## config.mk

```make
export PLATFORM = sky130hd
export DESIGN_NAME = snoop_bus_arbiter
export DESIGN_NICKNAME = d
export VERILOG_FILES = /design/src/rtl/snoop_bus_arbiter.sv
export SDC_FILE = /design/constraint.sdc
export NUM_CORES = 1
export LEC_CHECK = 0
export CAP_MARGIN = 20
export CORE_MARGIN = 3
export CORE_UTILIZATION = 44
export DETAILED_ROUTE_END_ITERATION = 8
export GPL_TIMING_DRIVEN = 0
export PLACE_DENSITY = 0.78
export RECOVER_POWER = 50
export SLEW_MARGIN = 20
export SYNTH_ARGS = -nofsm -noshare
export SYNTH_HDL_FRONTEND = slang
export SYNTH_SLANG_ARGS = --single-unit
export TNS_END_PERCENT = 30
```

## constraint.sdc

```tcl
create_clock -name clk -period 2.4 [get_ports clk]
set_input_delay 0.24 -clock clk [delete_from_list [all_inputs] [get_ports clk]]
set_output_delay 0.24 -clock clk [all_outputs]
set_load 0.1 [all_outputs]
```

## src/rtl/snoop_bus_arbiter.sv

```systemverilog
// Round-robin arbiter and sequencer for the shared snooping bus: grants one cache,
// broadcasts its coherence message, resolves dirty interventions and runs the memory access.
module snoop_bus_arbiter #(
    parameter int unsigned NCACHE       = 4,
    parameter int unsigned BLOCKADDRBIT = 14,
    parameter int unsigned BLOCKBYTE    = 4,
    parameter int unsigned WORDSIZE     = 8
) (
    input  logic                                  clk,
    input  logic                                  reset,
    input  logic [NCACHE-1:0]                     busReq,
    input  logic [NCACHE-1:0]                     releaseBus,
    input  logic [4*NCACHE-1:0]                   reqAction,
    input  logic [BLOCKADDRBIT*NCACHE-1:0]        reqAddr,
    input  logic [BLOCKBYTE*WORDSIZE*NCACHE-1:0]  reqValue,
    input  logic [NCACHE-1:0]                     dirtyHit,
    output logic [NCACHE-1:0]                     busGrant,
    output logic [NCACHE-1:0]                     busAvailable,
    output logic [3:0]                            bcastAction,
    output logic [BLOCKADDRBIT-1:0]               bcastAddr,
    output logic [BLOCKBYTE*WORDSIZE-1:0]         bcastValue,
    output logic [2:0]                            bcastSrc,
    output logic                                  memReq,
    output logic                                  memWrite,
    output logic [BLOCKADDRBIT-1:0]               memAddr,
    output logic [BLOCKBYTE*WORDSIZE-1:0]         memWData,
    input  logic                                  memDone,
    input  logic [BLOCKBYTE*WORDSIZE-1:0]         memRData
);

    localparam int unsigned BW = BLOCKBYTE * WORDSIZE;
    localparam int unsigned OW = (NCACHE > 1) ? $clog2(NCACHE) : 1;

    localparam logic [3:0] MSG_NOTHING   = 4'd0;
    localparam logic [3:0] MSG_READMISS  = 4'd1;
    localparam logic [3:0] MSG_WRITEMISS = 4'd2;
    localparam logic [3:0] MSG_WRITEBACK = 4'd3;
    localparam logic [3:0] MSG_DATA      = 4'd4;

    typedef enum logic [2:0] {IDLE, GRANTED, BCAST, SNOOP, MEM, DONE, RELEASE} state_t;

    state_t                  state, stateNxt;
    logic [OW-1:0]           owner, ownerNxt, lastOwner, lastOwnerNxt;
    logic [3:0]              actQ, actNxt;
    logic [BLOCKADDRBIT-1:0] addrQ, addrNxt;
    logic [BW-1:0]           dataQ, dataNxt, doneData;

    logic [NCACHE-1:0]       busGrantNxt, busAvailableNxt;
    logic [3:0]              bcastActionNxt;
    logic [BLOCKADDRBIT-1:0] bcastAddrNxt, memAddrNxt;
    logic [BW-1:0]           bcastValueNxt, memWDataNxt;
    logic [2:0]              bcastSrcNxt;
    logic                    memReqNxt, memWriteNxt;

    logic [3:0]              actArr  [NCACHE];
    logic [BLOCKADDRBIT-1:0] addrArr [NCACHE];
    logic [BW-1:0]           valArr  [NCACHE];

    for (genvar g = 0; g < NCACHE; g++) begin : gUnpack
        assign actArr[g]  = reqAction[g*4 +: 4];
        assign addrArr[g] = reqAddr[g*BLOCKADDRBIT +: BLOCKADDRBIT];
        assign valArr[g]  = reqValue[g*BW +: BW];
    end

    // Round-robin pick: highest priority is lastOwner+1, lastOwner itself comes last
    logic              pickValid;
    logic [OW-1:0]     pick;
    int unsigned       idx;
    always_comb begin
        pickValid = 1'b0;
        pick      = '0;
        idx       = 0;
        for (int i = 0; i < int'(NCACHE); i++) begin
            idx = (32'(lastOwner) + NCACHE - 32'(i)) % NCACHE;
            if (busReq[OW'(idx)]) begin
                pick      = OW'(idx);
                pickValid = 1'b1;
            end
        end
    end

    // Lowest-index dirty holder other than the owner supplies the block
    logic [NCACHE-1:0] dirtyMasked;
    logic [OW-1:0]     dirtyIdx;
    always_comb begin
        dirtyMasked = dirtyHit & ~(NCACHE'(1) << owner);
        dirtyIdx    = '0;
        for (int i = int'(NCACHE) - 1; i >= 0; i--) begin
            if (dirtyMasked[OW'(i)]) dirtyIdx = OW'(i);
        end
    end

    always_comb begin
        stateNxt        = state;
        ownerNxt        = owner;
        lastOwnerNxt    = lastOwner;
        actNxt          = actQ;
        addrNxt         = addrQ;
        dataNxt         = dataQ;
        doneData        = memWrite ? dataQ : memRData;
        busGrantNxt     = busGrant;
        busAvailableNxt = '0;
        bcastActionNxt  = MSG_NOTHING;
        bcastAddrNxt    = '0;
        bcastValueNxt   = '0;
        bcastSrcNxt     = '0;
        memReqNxt       = 1'b0;
        memWriteNxt     = 1'b0;
        memAddrNxt      = '0;
        memWDataNxt     = '0;

        case (state)
            IDLE: begin
                if (pickValid) begin
                    ownerNxt    = pick;
                    busGrantNxt = NCACHE'(1) << pick;
                    stateNxt    = GRANTED;
                end
            end
            GRANTED: begin
                if (!busReq[owner]) begin
                    busGrantNxt  = '0;
                    lastOwnerNxt = owner;
                    stateNxt     = IDLE;
                end else if (actArr[owner] inside {MSG_READMISS, MSG_WRITEMISS, MSG_WRITEBACK}) begin
                    actNxt         = actArr[owner];
                    addrNxt        = addrArr[owner];
                    dataNxt        = valArr[owner];
                    bcastActionNxt = actArr[owner];
                    bcastAddrNxt   = addrArr[owner];
                    bcastValueNxt  = valArr[owner];
                    bcastSrcNxt    = 3'(owner);
                    stateNxt       = BCAST;
                end
            end
            BCAST: begin
                if (actQ == MSG_WRITEBACK) begin
                    memReqNxt   = 1'b1;
                    memWriteNxt = 1'b1;
                    memAddrNxt  = addrQ;
                    memWDataNxt = dataQ;
                    stateNxt    = MEM;
                end else begin
                    stateNxt = SNOOP;
                end
            end
            SNOOP: begin
                memReqNxt  = 1'b1;
                memAddrNxt = addrQ;
                if (|dirtyMasked) begin
                    memWriteNxt = 1'b1;
                    dataNxt     = valArr[dirtyIdx];
                    memWDataNxt = valArr[dirtyIdx];
                end
                stateNxt = MEM;
            end
            MEM: begin
                if (memDone) begin
                    dataNxt         = doneData;
                    busAvailableNxt = NCACHE'(1) << owner;
                    bcastSrcNxt     = 3'(owner);
                    if (actQ != MSG_WRITEBACK) begin
                        bcastActionNxt = MSG_DATA;
                        bcastAddrNxt   = addrQ;
                        bcastValueNxt  = doneData;
                    end
                    stateNxt = DONE;
                end else begin
                    memReqNxt   = 1'b1;
                    memWriteNxt = memWrite;
                    memAddrNxt  = memAddr;
                    memWDataNxt = memWData;
                end
            end
            DONE: begin
                stateNxt = RELEASE;
            end
            RELEASE: begin
                if (releaseBus[owner]) begin
                    busGrantNxt  = '0;
                    lastOwnerNxt = owner;
                    stateNxt     = IDLE;
                end
            end
            default: begin
                busGrantNxt = '0;
                stateNxt    = IDLE;
            end
        endcase
    end

    always_ff @(posedge clk) begin
        if (!reset) begin
            state        <= IDLE;
            owner        <= '0;
            lastOwner    <= OW'(NCACHE - 1);
            actQ         <= MSG_NOTHING;
            addrQ        <= '0;
            dataQ        <= '0;
            busGrant     <= '0;
            busAvailable <= '0;
            bcastAction  <= MSG_NOTHING;
            bcastAddr    <= '0;
            bcastValue   <= '0;
            bcastSrc     <= '0;
            memReq       <= 1'b0;
            memWrite     <= 1'b0;
            memAddr      <= '0;
            memWData     <= '0;
        end else begin
            state        <= stateNxt;
            owner        <= ownerNxt;
            lastOwner    <= lastOwnerNxt;
            actQ         <= actNxt;
            addrQ        <= addrNxt;
            dataQ        <= dataNxt;
            busGrant     <= busGrantNxt;
            busAvailable <= busAvailableNxt;
            bcastAction  <= bcastActionNxt;
            bcastAddr    <= bcastAddrNxt;
            bcastValue   <= bcastValueNxt;
            bcastSrc     <= bcastSrcNxt;
            memReq       <= memReqNxt;
            memWrite     <= memWriteNxt;
            memAddr      <= memAddrNxt;
            memWData     <= memWDataNxt;
        end
    end

endmodule

```

## Word level (Yosys, flattened, before mapping)

Index checks and enable logic that the tools add are counted.
Widths: inputs -> output; s select.

| word-level totals | value |
|---|---|
| register bits | 166 |
| bits of input ports | 247 |
| output and inout port bits | 109 |

| operators by class | value |
|---|---|
| $add $sub $neg | 4 |
| $lt $le $gt $ge | 7 |
| eq/ne operators | 19 |
| shifts and indexed selects | 2 |
| muxes and demuxes | 86 |
| bitwise logic cells | 5 |
| reductions and logical operators | 13 |

Operators with widths:

| operator | count |
|---|---|
| $mux 32 | 16 |
| $pmux 32 s3 | 2 |
| $bmux 32 s2 | 2 |
| $mux 14 | 8 |
| $pmux 32 s2 | 1 |
| $pmux 14 s3 | 1 |
| $bmux 14 s2 | 1 |
| $mux 4 | 7 |
| $pmux 14 s2 | 1 |
| $mux 3 | 8 |
| $mux 2 | 11 |
| $pmux 3 s7 | 1 |
| $pmux 4 s4 | 1 |
| $lt 2x3->1 const B | 5 |
| $mux 1 | 14 |
| $ne 2x2->1 const B | 7 |
| $bmux 1 s2 | 6 |
| $eq 4x2->1 const B | 3 |
| $eq 3x3->1 const B | 3 |
| $reduce_and 3->1 | 3 |
| $bmux 4 s2 | 1 |
| $pmux 2 s2 | 2 |
| $pmux 4 s2 | 1 |
| $reduce_and 4->1 | 2 |
| 21 further kinds | 29 |

## Logic depth before layout (Yosys ltp)

Gate-level depths: netlist of the first run.

| depth | value |
|---|---|
| depth in word-level cells | 11 |
| mapped depth | 8 |
| depth with buffers taken out | 5 |

## Worst setup path after synthesis of the first run

Ideal clock, no wire load.

| timing | value |
|---|---|
| path type | reg2reg |
| start | register memWrite |
| end | register dataQ[1] |
| arrival time | 2234 ps |
| required time | 2278 ps |
| setup slack | 44 ps |
| stages on the path, launching flop included | 8 |
| period minus slack after synthesis | 2356 ps |
| cells stage by stage | dfxtp_1 > clkbuf_1 > clkbuf_1 > mux2_2 > nand2_1 > nand2_1 > o21ai_0 > mux2i_1 |

| between the ends | value |
|---|---|
| cells in the longest elaborated chain, start to end | 3 |

RTL lines:

| element | line | text |
|---|---|---|
| start, declared | 24 | `output logic memWrite,` |
| start signal, assigned | 224 | `memWrite <= memWriteNxt;` |
| $mux 32 | 100 | `doneData = memWrite ? dataQ : memRData;` |
| $mux 32 | 158 | `if (memDone) begin` |
| $pmux 32 s3 | 112 | `case (state)` |
| end signal, assigned | 216 | `dataQ <= dataNxt;` |
| end, declared | 46 | `logic [BW-1:0] dataQ, dataNxt, doneData;` |

Every way passes these cells. The select of a mux whose other input is x is not followed.
A chain may end at the register's enable or synchronous reset.

## Worst setup path after layout of the first run

| timing | value |
|---|---|
| start | register owner[0] |
| end | register bcastValue[26] |

| between the ends | value |
|---|---|
| cells in the longest elaborated chain, start to end | 9 |
| elaborated cells on any way between the ends | 16 |
| those cells by class | 3 x eq/ne; 11 x mux; 1 x bitwise; 1 x reduce/logical |

RTL lines:

| element | line | text |
|---|---|---|
| start, declared | 43 | `logic [OW-1:0] owner, ownerNxt, lastOwner, lastOwnerNxt;` |
| start signal, assigned | 212 | `owner <= ownerNxt;` |
| $not 2->3 (implied by the code) | 125, 131 |  |
| $bmux 4 s2 | 125 | `end else if (actArr[owner] inside {MSG_READMISS, MSG_WRITEMISS, MSG_WRITEBACK}) begin` |
| $mux 4 (implied by the code) (2 in a row) | 125 |  |
| $eq 4x1->1 or $eq 4x2->1 (tied branches) | 125 |  |
| $reduce_bool 3->1 | 125 |  |
| $mux 32 | 125 |  |
| $mux 32 (*) | 121 | `if (!busReq[owner]) begin` |
| $pmux 32 s2 (*) | 112 |  |
| end signal, assigned | 221 | `bcastValue <= bcastValueNxt;` |
| end, declared | 21 | `output logic [BLOCKBYTE*WORDSIZE-1:0] bcastValue,` |

Mark *: on every way between the ends. The rest lies on a longest branch, timed or not. The select of a mux whose other input is x is not followed.

==> reports/qor.csv, run 1 <==
stage;metric;value;unit
status;outcome;finished, final reports clean;
floorplan;coreArea;19530;µm²
cts;clock_tree.root_cell;clkbuf_16;
floorplan;start_util;45.01;%
sta;slew_viol_final;0;
synthesis;synthArstFlopShare;0;%
grt;grt-ovfl-total;0;
synthesis;synth_area;8788;µm²
cts;cts_tree;done;
finish;area_growth;52.80;%
sta;period_share;97.08;%
cts;cts.clk_slew.worst_paths;0.07;ns
synthesis;yosysWarningCount;0;
critical_path;crit_path_max_fanout;10;
flow_run;drv_cap;0;
route;finalWirelength;32300;µm
sta;finClkSkew;0.01195;ns
route;avgViaCountPerCell;5.548;
floorplan;row_count;51;
placed_design;routabilityCongestion;0.9112;
route;drt-pass1-iter-count;8;
sta;relSlewSlack;28.30;%
placed_design;placed_cell_area;12680;µm²
floorplan;dieWidth;147.3;µm
sta;min_period;2.330;ns
synthesis;synth-seq-cells;165;
finish;final_net_count;1580;
cts;clockBufferDepth;2;
finish;finalInstanceArea;13430;µm²
synthesis;yosysMostFrequentCell;nand2_1;
placed_design;portBuffers;354;
sta;tightest_slew;1.072;ns
pwr;p_leak;5.440;nW
critical_path;required;2.72;ns
sta;max_freq;0.4292;GHz
sta;setup_viol_count_final;0;
pwr;irDropWorstVdd;0.5855;mV
critical_path;crit_arrival;2.65;ns
route;dr_total_vias;8949;
synthesis;postSynthCellCount;951;
route;post_drt_wl_per_cell;20.02;µm
cts;tritoncts.num_buffers;17;
route;drtIter0Drc;766;
route;drc;0;
synthesis;netlist_top_cells_count;nand2_1, dfxtp_1, nor2_1, mux2i_1, clkbuf_1;
floorplan;fp.dieArea;21710;µm²
grt;grt_pass1_vias;8956;
pwr;power.density;567.2;nW/µm²
sta;finalSetupTns;0;ns
placed_design;hpwl;24570;µm
grt;grt_first_pass_wirelength;49370;µm
sta;rsz0062_at_grt;yes;
grt;grt_use_total;28.97;%
floorplan;io_pins;356;
sta;finalHoldViolCount;0;
synthesis;yosys.area.top_type_share;37.59;%
grt;antenna_found_initial;3;
critical_path;crit_type;flop to flop;
hold_path;hp-class;flop to flop;
synthesis;synth-edff-count;0;
finish;layout-drive-gt1-share;13.74;%
finish;nFillCells;1620;
synthesis;ys_types;47;
synthesis;ys_seq_area_share;37.59;%
cts;cts.sinks;165;
critical_path;crit_path_end_kind;flop;
cts;h-tree-depth;4;
synthesis;ys.flop_type;dfxtp_1;
route;ant_nets;0;
critical_path;cp-start-kind;flop;
floorplan;die_h;147.3;µm
synthesis;synth.area.top_cells;dfxtp_1, mux4_2, nand2_1;
synthesis;syn_area_per_cell;9.241;µm²
synthesis;synth_top_cell_by_area;dfxtp_1;
cts;clock_latency;0.43;ns
cts;cts_hold_buf;0;
grt;grt_max_degree;17;
==> power breakdown <==
group | internal (mW) | switching [mW] | total, mW
Sequential | 2.85 | 0.0855 | 2.94
Clock | 1.38 | 1.23 | 2.61
Combinational | 1.04 | 1.03 | 2.06
==> worst max-delay path, stage by stage, from the launching register on <==
cell,delay (ns)
dfxtp_1,0.33
buf_6,0.14
mux4_2,0.55
or2_4,0.29
and3_2,0.24
clkbuf_2,0.27
a22oi_1,0.32
nor2_1,0.08
==> sequential cells by signal (all words and copies together) (netlist names), 2 cells and up <==
signal / cells
bcastValue: 32
dataQ: 32
memWData: 32
addrQ: 14
bcastAddr: 14
memAddr: 14
actQ: 4
bcastAction: 4
busAvailable: 4
busGrant: 4
state: 3
bcastSrc: 2
lastOwner: 2
owner: 2
==> area by class of cell <==
type,instances,area (µm²),area share [%]
multi-input combinational,694,5114,38.08
clock buffer,18,439.2,3.270
clock inverter,14,118.9,0.8851
buffer,85,461.7,3.438
sequential,165,3303,24.60
antenna,2,5.005,0.03727
inverter,7,26.28,0.1957
tap,265,331.6,2.469
timing repair buffer,363,3630,27.03
==> repair_timing <==
action | 4_1_cts | 5_1_grt
setup buffers | 3 | 5
gates resized for setup | 30 | 33
pin swaps | 1 | 2
endpoints found under the setup margin | 136 | 119
endpoints found under the hold margin | 0 | 0
cloned | 0 | 0
==> layer usage <==
layer | vias up | part of all wire [%] | GRT usage (%)
met5 | - | 0.040 | 0
met4 | 2 | 3.0 | 10.72
met3 | 64 | 9.1 | 6.693
met2 | 454 | 49 | 49.06
met1 | 4215 | 39 | 36.20
li1 | 4214 | - | -
==> cell usage in the layout, fill, tap and decap left out, drive strengths merged, types with 5 or more instances in the layout <==
cell type / instances
a21boi: 21
a21oi: 31
a222oi: 32
a22oi: 33
and3: 11
buf: 34
clkbuf: 78
clkdlybuf4s50: 251
clkinv: 5
dfxtp: 165
dlygate4sd3: 103
inv: 14
mux2: 32
mux2i: 69
mux4: 51
nand2: 187
nand2b: 5
nand3: 36
nor2: 76
nor2b: 38
o21ai: 40
==> kinds of logic after synthesis <==
group | Yosys count | share of synthesized area (%)
AO/OA/AOI/OAI | 168 | 13.60
XOR/XNOR | 1 | 0.09968
buffers and inverters | 93 | 4.912
flip-flops | 165 | 37.59
multiplexers | 152 | 25.03
other | 1 | 0.04267
AND/OR/NAND/NOR | 371 | 18.74
==> per-stage QoR <==
step	util (%)	power (mW)	worst slack (ns)	cells	hold slack (ns)
after floorplan	-	4.209	0.04436	952	0.4390
after global placement	64.87	4.968	-0.7613	1571	0.4393
after detailed placement	64.93	4.994	-0.7406	1572	0.4455
after CTS	68.34	7.606	-0.002663	1607	0.4534
after global routing	68.77	7.904	-0.02510	1613	0.4670
final	68.77	7.617	0.07007	1613	0.4472
==> worst paths after layout <==
kind                                  from        endpoint  slack, ns  cells past startpoint
worst min-delay path            memAddr[9]      memAddr[9]       0.45                      2
worst min register to register  memAddr[9]      memAddr[9]       0.45                      2
worst max-delay path              owner[0]  bcastValue[26]       0.07                      7
worst max register to register    owner[0]  bcastValue[26]       0.07                      7
Power figures use the tool's default switching activity.
==> inputs of run 2 (changes only) <==
--- a/config.mk
+++ b/config.mk
@@ -8,11 +8,12 @@
 export CAP_MARGIN = 20
 export CORE_MARGIN = 3
 export CORE_UTILIZATION = 44
+export CTS_CLUSTER_SIZE = 8
 export DETAILED_ROUTE_END_ITERATION = 8
 export GPL_TIMING_DRIVEN = 0
 export PLACE_DENSITY = 0.78
 export RECOVER_POWER = 50
-export SLEW_MARGIN = 20
+export SLEW_MARGIN = 25
 export SYNTH_ARGS = -nofsm -noshare
 export SYNTH_HDL_FRONTEND = slang
 export SYNTH_SLANG_ARGS = --single-unit
==> constraint.sdc (replaced) <==
create_clock -name clk -period 2.4 [get_ports clk]
set_input_delay 0.48 -clock clk [delete_from_list [all_inputs] [get_ports clk]]
set_output_delay 0.48 -clock clk [all_outputs]
set_load 0.1 [all_outputs]
==> reports/qor.csv, run 2 (synthesis gave the netlist of run 1 again) <==
stage;metric;value;unit;change
status;outcome;finished, final reports clean;;
cts;clock_latency;0.43;ns;about the same
finish;final_net_count;1579;;-0.063%
sta;finalSetupTns;0;ns;unchanged
finish;area_growth;48.04;%;
cts;clock_tree.root_cell;clkbuf_16;;
cts;h-tree-depth;4;;unchanged
critical_path;crit_buf_inv;2;;unchanged
critical_path;crit_path_end_kind;flop;;
cts;cts.clk_slew.worst_paths;0.07;ns;about the same
finish;layout-drive-gt1-share;13.46;%;-0.29 points
finish;fin_cells;1613;;unchanged
sta;setup_viol_count_final;0;;unchanged
sta;tightest_slew;1.285;ns;+0.2127 ns
pwr;intPower;5.251;mW;-0.43%
cts;cts_hold_buf;0;;unchanged
route;drt-pass1-iter-count;7;;-1
sta;period_share;99.67;%;+2.6 points
grt;grt-ovfl-total;0;;unchanged
route;drtIter0Drc;764;;-0.26%
placed_design;portBuffers;354;;unchanged
critical_path;crit_path_max_fanout;10;;unchanged
floorplan;io_pins;356;;unchanged
pwr;power_frac_comb;26.9;%;-0.2 points
sta;finClkSkew;0.009783;ns;-0.002169 ns
grt;grt_pass1_vias;8949;;-0.078%
finish;top_regs;bcastValue (32), dataQ (32), memWData (32);;
sta;slew_viol_final;0;;unchanged
critical_path;crit_arrival;2.69;ns;+0.04 ns
route;ant_nets;0;;unchanged
placed_design;place_inst;1572;;unchanged
grt;antenna_found_initial;3;;unchanged
finish;nFillCells;1731;;+6.9%
pwr;pwr-share-clk;34.4;%;about the same
sta;max_freq;0.4180;GHz;-2.6%
floorplan;dieWidth;147.3;µm;unchanged
sta;min_period;2.392;ns;+0.06221 ns
cts;cts_tree;done;;
critical_path;crit_chain;clkdlybuf4s50_1, mux4_2, and3_1, and3_2, clkbuf_2, a22oi_1, nor2_1;;
flow_run;drv_cap;0;;unchanged
route;finalWirelength;32470;µm;+0.51%
cts;tritoncts.num_buffers;17;;unchanged
pwr;p_seq_share;38.7;%;about the same
sta;finalHoldViolCount;0;;unchanged
critical_path;cp-start-kind;primary input;;
route;post_drt_wl_per_cell;20.13;µm;+0.51%
critical_path;path_delay_family;buffers and inverters;;
critical_path;slowest_stage;mux4_2;;
grt;grt_first_pass_wirelength;49180;µm;-0.38%
critical_path;crit_type;primary input to flop;;
placed_design;routabilityCongestion;0.9112;;unchanged
cts;cts.sinks;165;;unchanged
finish;layout_common_cells;clkdlybuf4s50_1, nand2_1, dfxtp_1;;
pwr;p_leak;4.929;nW;-9.4%
floorplan;row_count;51;;unchanged
route;avgViaCountPerCell;5.569;;+0.37%
grt;grt_use_total;28.95;%;about the same
finish;fin_util;66.63;%;-2.1 points
pwr;power.density;583.5;nW/µm²;+2.9%
sta;relSlewSlack;14.72;%;-14 points
cts;clockBufferDepth;2;;unchanged
floorplan;start_util;45.01;%;unchanged
sta;rsz0062_at_grt;yes;;
critical_path;slowest_delay;0.55;ns;about the same
route;dr_total_vias;8982;;+0.37%
sta;fin_hold_ws;0.4515;ns;+0.004332 ns
placed_design;placed_cell_area;12680;µm²;unchanged
finish;layout_commonest_cell;clkdlybuf4s50_1;;
floorplan;coreArea;19530;µm²;unchanged
pwr;swShare;30.83;%;+0.066 points
hold_path;hp-class;flop to flop;;
placed_design;hpwl;24570;µm;unchanged
route;drc;0;;unchanged
grt;grt_max_degree;17;;unchanged
pwr;irDropWorstVdd;0.5837;mV;-0.31%
floorplan;fp.dieArea;21710;µm²;unchanged
floorplan;die_h;147.3;µm;unchanged
critical_path;required;2.70;ns;-0.02 ns
finish;finalInstanceArea;13010;µm²;-3.1%
pwr;p_sw;2.340;mW;-0.12%
-- run 2: tightest hold or removal path, cell delays in order (launching register included) --
cell	delay, ns
dfxtp_1	0.31
nand2_1	0.05
a21oi_1	0.05
-- run 2: cell type report --
| type | count | area, µm² | area share [%] |
|---|---|---|---|
| diodes | 3 | 7.507 | 0.05770 |
| plain buffers | 85 | 455.4 | 3.501 |
| clock buffers | 18 | 439.2 | 3.376 |
| clock inverters | 14 | 118.9 | 0.9136 |
| inverters | 7 | 26.28 | 0.2020 |
| multi-input cells | 694 | 5119 | 39.34 |
| flip-flops and latches | 165 | 3303 | 25.39 |
| well taps | 265 | 331.6 | 2.549 |
| repair buffers | 362 | 3209 | 24.67 |
-- run 2: what timing repair did --
item                       CTS  global route
pin swaps                    1             2
setup buffers                3             4
setup endpoints to repair  182           138
gates resized for setup     76            44
-- run 2: routing by layer --
metal | wire, µm | GRT usage [%] | vias to the layer above | share of wire [%]
li1 | - | - | 4208 | -
met1 | 12850 | 36.14 | 4241 | 40
met2 | 15730 | 48.55 | 459 | 48
met3 | 2746 | 6.817 | 74 | 8.5
met4 | 1134 | 11.56 | 0 | 3.5
met5 | 0 | 0 | - | 0
-- run 2: power groups by stage --
stage | clock network [mW] | registers (mW) | logic, mW
after floorplan | 0 | 3.14 | 1.07
after global placement | 0 | 2.99 | 1.98
after detailed placement | 0 | 3.00 | 2.00
after CTS | 2.63 | 2.93 | 2.03
after global routing | 2.75 | 2.95 | 2.18
final | 2.61 | 2.94 | 2.04
-- run 2: worst paths after layout --
| check | from | to | slack (ns) | cells after the start |
|---|---|---|---|---|
| max | busReq[2] | bcastValue[17] | 0.008 | 7 |
| min | memAddr[9] | memAddr[9] | 0.45 | 2 |
| max reg2reg | owner[0] | bcastValue[17] | 0.07 | 7 |
| min reg2reg | memAddr[9] | memAddr[9] | 0.45 | 2 |
-- run 2: per-stage QoR --
| step | power, mW | worst slack (ns) |
|---|---|---|
| floorplan | 4.209 | 0.04436 |
| global placement | 4.968 | -0.7613 |
| detailed placement | 4.994 | -0.7406 |
| CTS | 7.597 | 0.001556 |
| global route | 7.883 | -0.02617 |
| finish | 7.591 | 0.007861 |
==> inputs of run 3 (changes only) <==
--- a/config.mk
+++ b/config.mk
@@ -7,13 +7,13 @@
 export LEC_CHECK = 0
 export CAP_MARGIN = 20
 export CORE_MARGIN = 3
-export CORE_UTILIZATION = 44
-export CTS_CLUSTER_SIZE = 8
+export CORE_UTILIZATION = 40
+export CTS_CLUSTER_SIZE = 10
 export DETAILED_ROUTE_END_ITERATION = 8
 export GPL_TIMING_DRIVEN = 0
-export PLACE_DENSITY = 0.78
+export PLACE_DENSITY = 0.75
 export RECOVER_POWER = 50
-export SLEW_MARGIN = 25
+export SLEW_MARGIN = 20
 export SYNTH_ARGS = -nofsm -noshare
 export SYNTH_HDL_FRONTEND = slang
 export SYNTH_SLANG_ARGS = --single-unit
==> constraint.sdc (replaced) <==
create_clock -name clk -period 2.15 [get_ports clk]
set_input_delay 0.43 -clock clk [delete_from_list [all_inputs] [get_ports clk]]
set_output_delay 0.43 -clock clk [all_outputs]
set_load 0.1 [all_outputs]
==> reports/qor.csv, run 3 (synthesis gave the netlist of run 1 again) <==
stage;metric;value;unit;change
finish;seq_area;3306;µm²;about the same
pwr;p_sw;2.710;mW;+16%
status;failed_checks;negative setup slack;;
placed_design;place_ws;-1.113;ns;-0.3720 ns
route;ant_nets;0;;unchanged
placed_design;placed_cell_area;12690;µm²;about the same
critical_path;slowest_delay;0.53;ns;-0.02 ns
pwr;intPower;6.442;mW;+23%
cts;clockBufferDepth;2;;unchanged
critical_path;crit_path_end_kind;flop;;
critical_path;crit_type;flop to flop;;
finish;finalInstanceArea;13690;µm²;+5.2%
grt;grt_max_degree;18;;+1
route;avgViaCountPerCell;5.629;;+1.1%
grt;grt_first_pass_wirelength;50980;µm;+3.6%
finish;fin_util;64.32;%;-2.3 points
pwr;pwr-share-clk;37.2;%;+2.8 points
finish;layout_common_cells;clkdlybuf4s50_1, nand2_1, dfxtp_1;;
critical_path;r2r_setup_slack;-0.15;ns;-0.22 ns
cts;clock_latency;0.44;ns;about the same
critical_path;critical_path.startpoint;owner[0];;
sta;slew_viol_final;0;;unchanged
sta;max_freq;0.4349;GHz;
cts;cts.clk_slew.worst_paths;0.07;ns;about the same
sta;fin_hold_ws;0.4508;ns;-0.0007340 ns
route;drt-pass1-iter-count;9;;+2
status;outcome;complete, but fails checks;;
placed_design;hpwl;25020;µm;+1.8%
cts;cts_tree;done;;
finish;layout_commonest_cell;clkdlybuf4s50_1;;
floorplan;die_h;154.2;µm;+4.7%
pwr;irDropWorstVdd;0.4459;mV;-24%
sta;finalSetupTns;-2.607;ns;-2.607 ns
cts;h-tree-depth;4;;unchanged
finish;fin_cells;1632;;+1.2%
placed_design;place_inst;1581;;+0.57%
floorplan;fp.dieArea;23790;µm²;+9.6%
placed_design;routabilityCongestion;0.8855;;-2.8%
critical_path;cpMostUsedCell;buf_12;;
floorplan;row_count;53;;+3.9%
sta;setup_viol_count_final;47;;+47
cts;cts.sinks;165;;unchanged
sta;rsz0062_at_grt;yes;;
critical_path;crit_chain;buf_6, mux4_2, or2_4, and3_4, o221ai_4, buf_12, buf_8, buf_12, mux2i_1;;
route;drtIter0Drc;740;;-3.1%
finish;final_net_count;1589;;+0.63%
finish;multi_input_area;5184;µm²;+1.3%
critical_path;required;2.51;ns;-0.19 ns
pwr;swShare;29.61;%;-1.2 points
floorplan;start_util;41.29;%;-3.7 points
sta;finClkSkew;0.01124;ns;+0.001457 ns
floorplan;dieWidth;154.2;µm;+4.7%
grt;grt_use_total;27.41;%;-1.5 points
critical_path;cp-start-kind;flop;;
finish;layout-drive-gt1-share;16.01;%;+2.6 points
sta;finalHoldViolCount;0;;unchanged
hold_path;worst_hold_startpoint;memAddr[12];;
critical_path;path_delay_family;multiplexers;;
route;post_drt_wl_per_cell;20.78;µm;+3.2%
critical_path;rr_startpoint;owner[0];;
cts;tritoncts.num_buffers;17;;unchanged
grt;antenna_found_initial;5;;+2
route;dr_total_vias;9187;;+2.3%
route;drc;0;;unchanged
pwr;p_total;9.152;mW;+21%
sta;finalWorstSetupSlack;-0.1496;ns;-0.1575 ns
pwr;p_seq_share;35.8;%;-2.9 points
route;finalWirelength;33910;µm;+4.4%
critical_path;slowest_stage;mux4_2;;
grt;grt-ovfl-total;0;;unchanged
sta;period_share;107.0;%;
sta;min_period;2.300;ns;
pwr;power.density;668.5;nW/µm²;+15%
finish;nFillCells;1824;;+5.4%
floorplan;io_pins;356;;unchanged
hold_path;hp-class;flop to flop;;
finish;top_regs;bcastValue (32), dataQ (32), memWData (32);;
floorplan;coreArea;21290;µm²;+9.0%
cts;clock_tree.root_cell;clkbuf_16;;
pwr;p_leak;5.748;nW;+17%
critical_path;crit_buf_inv;4;;+2
flow_run;drv_cap;0;;unchanged
sta;tightest_slew;1.170;ns;-0.1146 ns
grt;grt_pass1_vias;9191;;+2.7%
critical_path;crit_path_max_fanout;6;;-4
sta;relSlewSlack;22.33;%;+7.6 points
placed_design;portBuffers;354;;unchanged
pwr;power_frac_comb;26.9;%;about the same
critical_path;crit_arrival;2.66;ns;-0.03 ns
finish;area_growth;55.78;%;
==> run 3: changes by cell type in the layout (fill, tap and decap cells not counted), moves of 7 or more <==
cell | before | now
buf_4 | 12 | 19
clkbuf_1 | 107 | 29
clkbuf_2 | 15 | 23
clkdlybuf4s50_1 | 287 | 245
dlygate4sd2_1 | 0 | 103
==> run 3: final timing paths <==
path / end / depth (start not counted)
worst max-delay path: dataQ[20] / 9
worst min-delay path: memAddr[12] / 2
worst max register to register: dataQ[20] / 9
worst min register to register: memAddr[12] / 2
==> run 3: routing by layer <==
layer	wire [µm]	global-route usage [%]
met5	34	0
met4	1094	10.93
met2	16560	46.21
met3	3046	6.939
met1	13180	33.65
==> run 3: timing repair <==
| item | 4_1_cts | 5_1_grt |
|---|---|---|
| gates resized for setup | 185 | 37 |
| pin swaps | 5 | 0 |
| endpoints found under the setup margin | 262 | 130 |
| endpoints found under the hold margin | 0 | 0 |
| cloned | 3 | 0 |
| buffers inserted | 16 | 2 |
| hold buffers | 0 | 0 |
==> run 3: final cells by class <==
| type | instances | area share [%] |
|---|---|---|
| Antenna cell | 2 | 0.03656 |
| Buffer | 83 | 3.774 |
| Clock buffer | 17 | 3.107 |
| Clock inverter | 15 | 1.727 |
| Inverter | 7 | 0.1919 |
| Multi-Input combinational cell | 694 | 37.86 |
| Sequential cell | 165 | 24.15 |
| Tap cell | 275 | 2.513 |
| Timing Repair Buffer | 374 | 26.64 |
==> run 3: power by group through the flow <==
stage | logic (mW) | registers [mW] | clock network, mW
after CTS | 2.45 | 3.27 | 3.45
after detailed placement | 2.24 | 3.34 | 0
final | 2.46 | 3.28 | 3.41
after floorplan | 1.20 | 3.50 | 0
after global placement | 2.21 | 3.34 | 0
after global routing | 2.62 | 3.29 | 3.57
==> run 3: tightest hold or removal path, cell delays in order (launching register included) <==
cell and delay [ns]:
dfxtp_1 0.31, nand2_1 0.05, a21oi_1 0.05
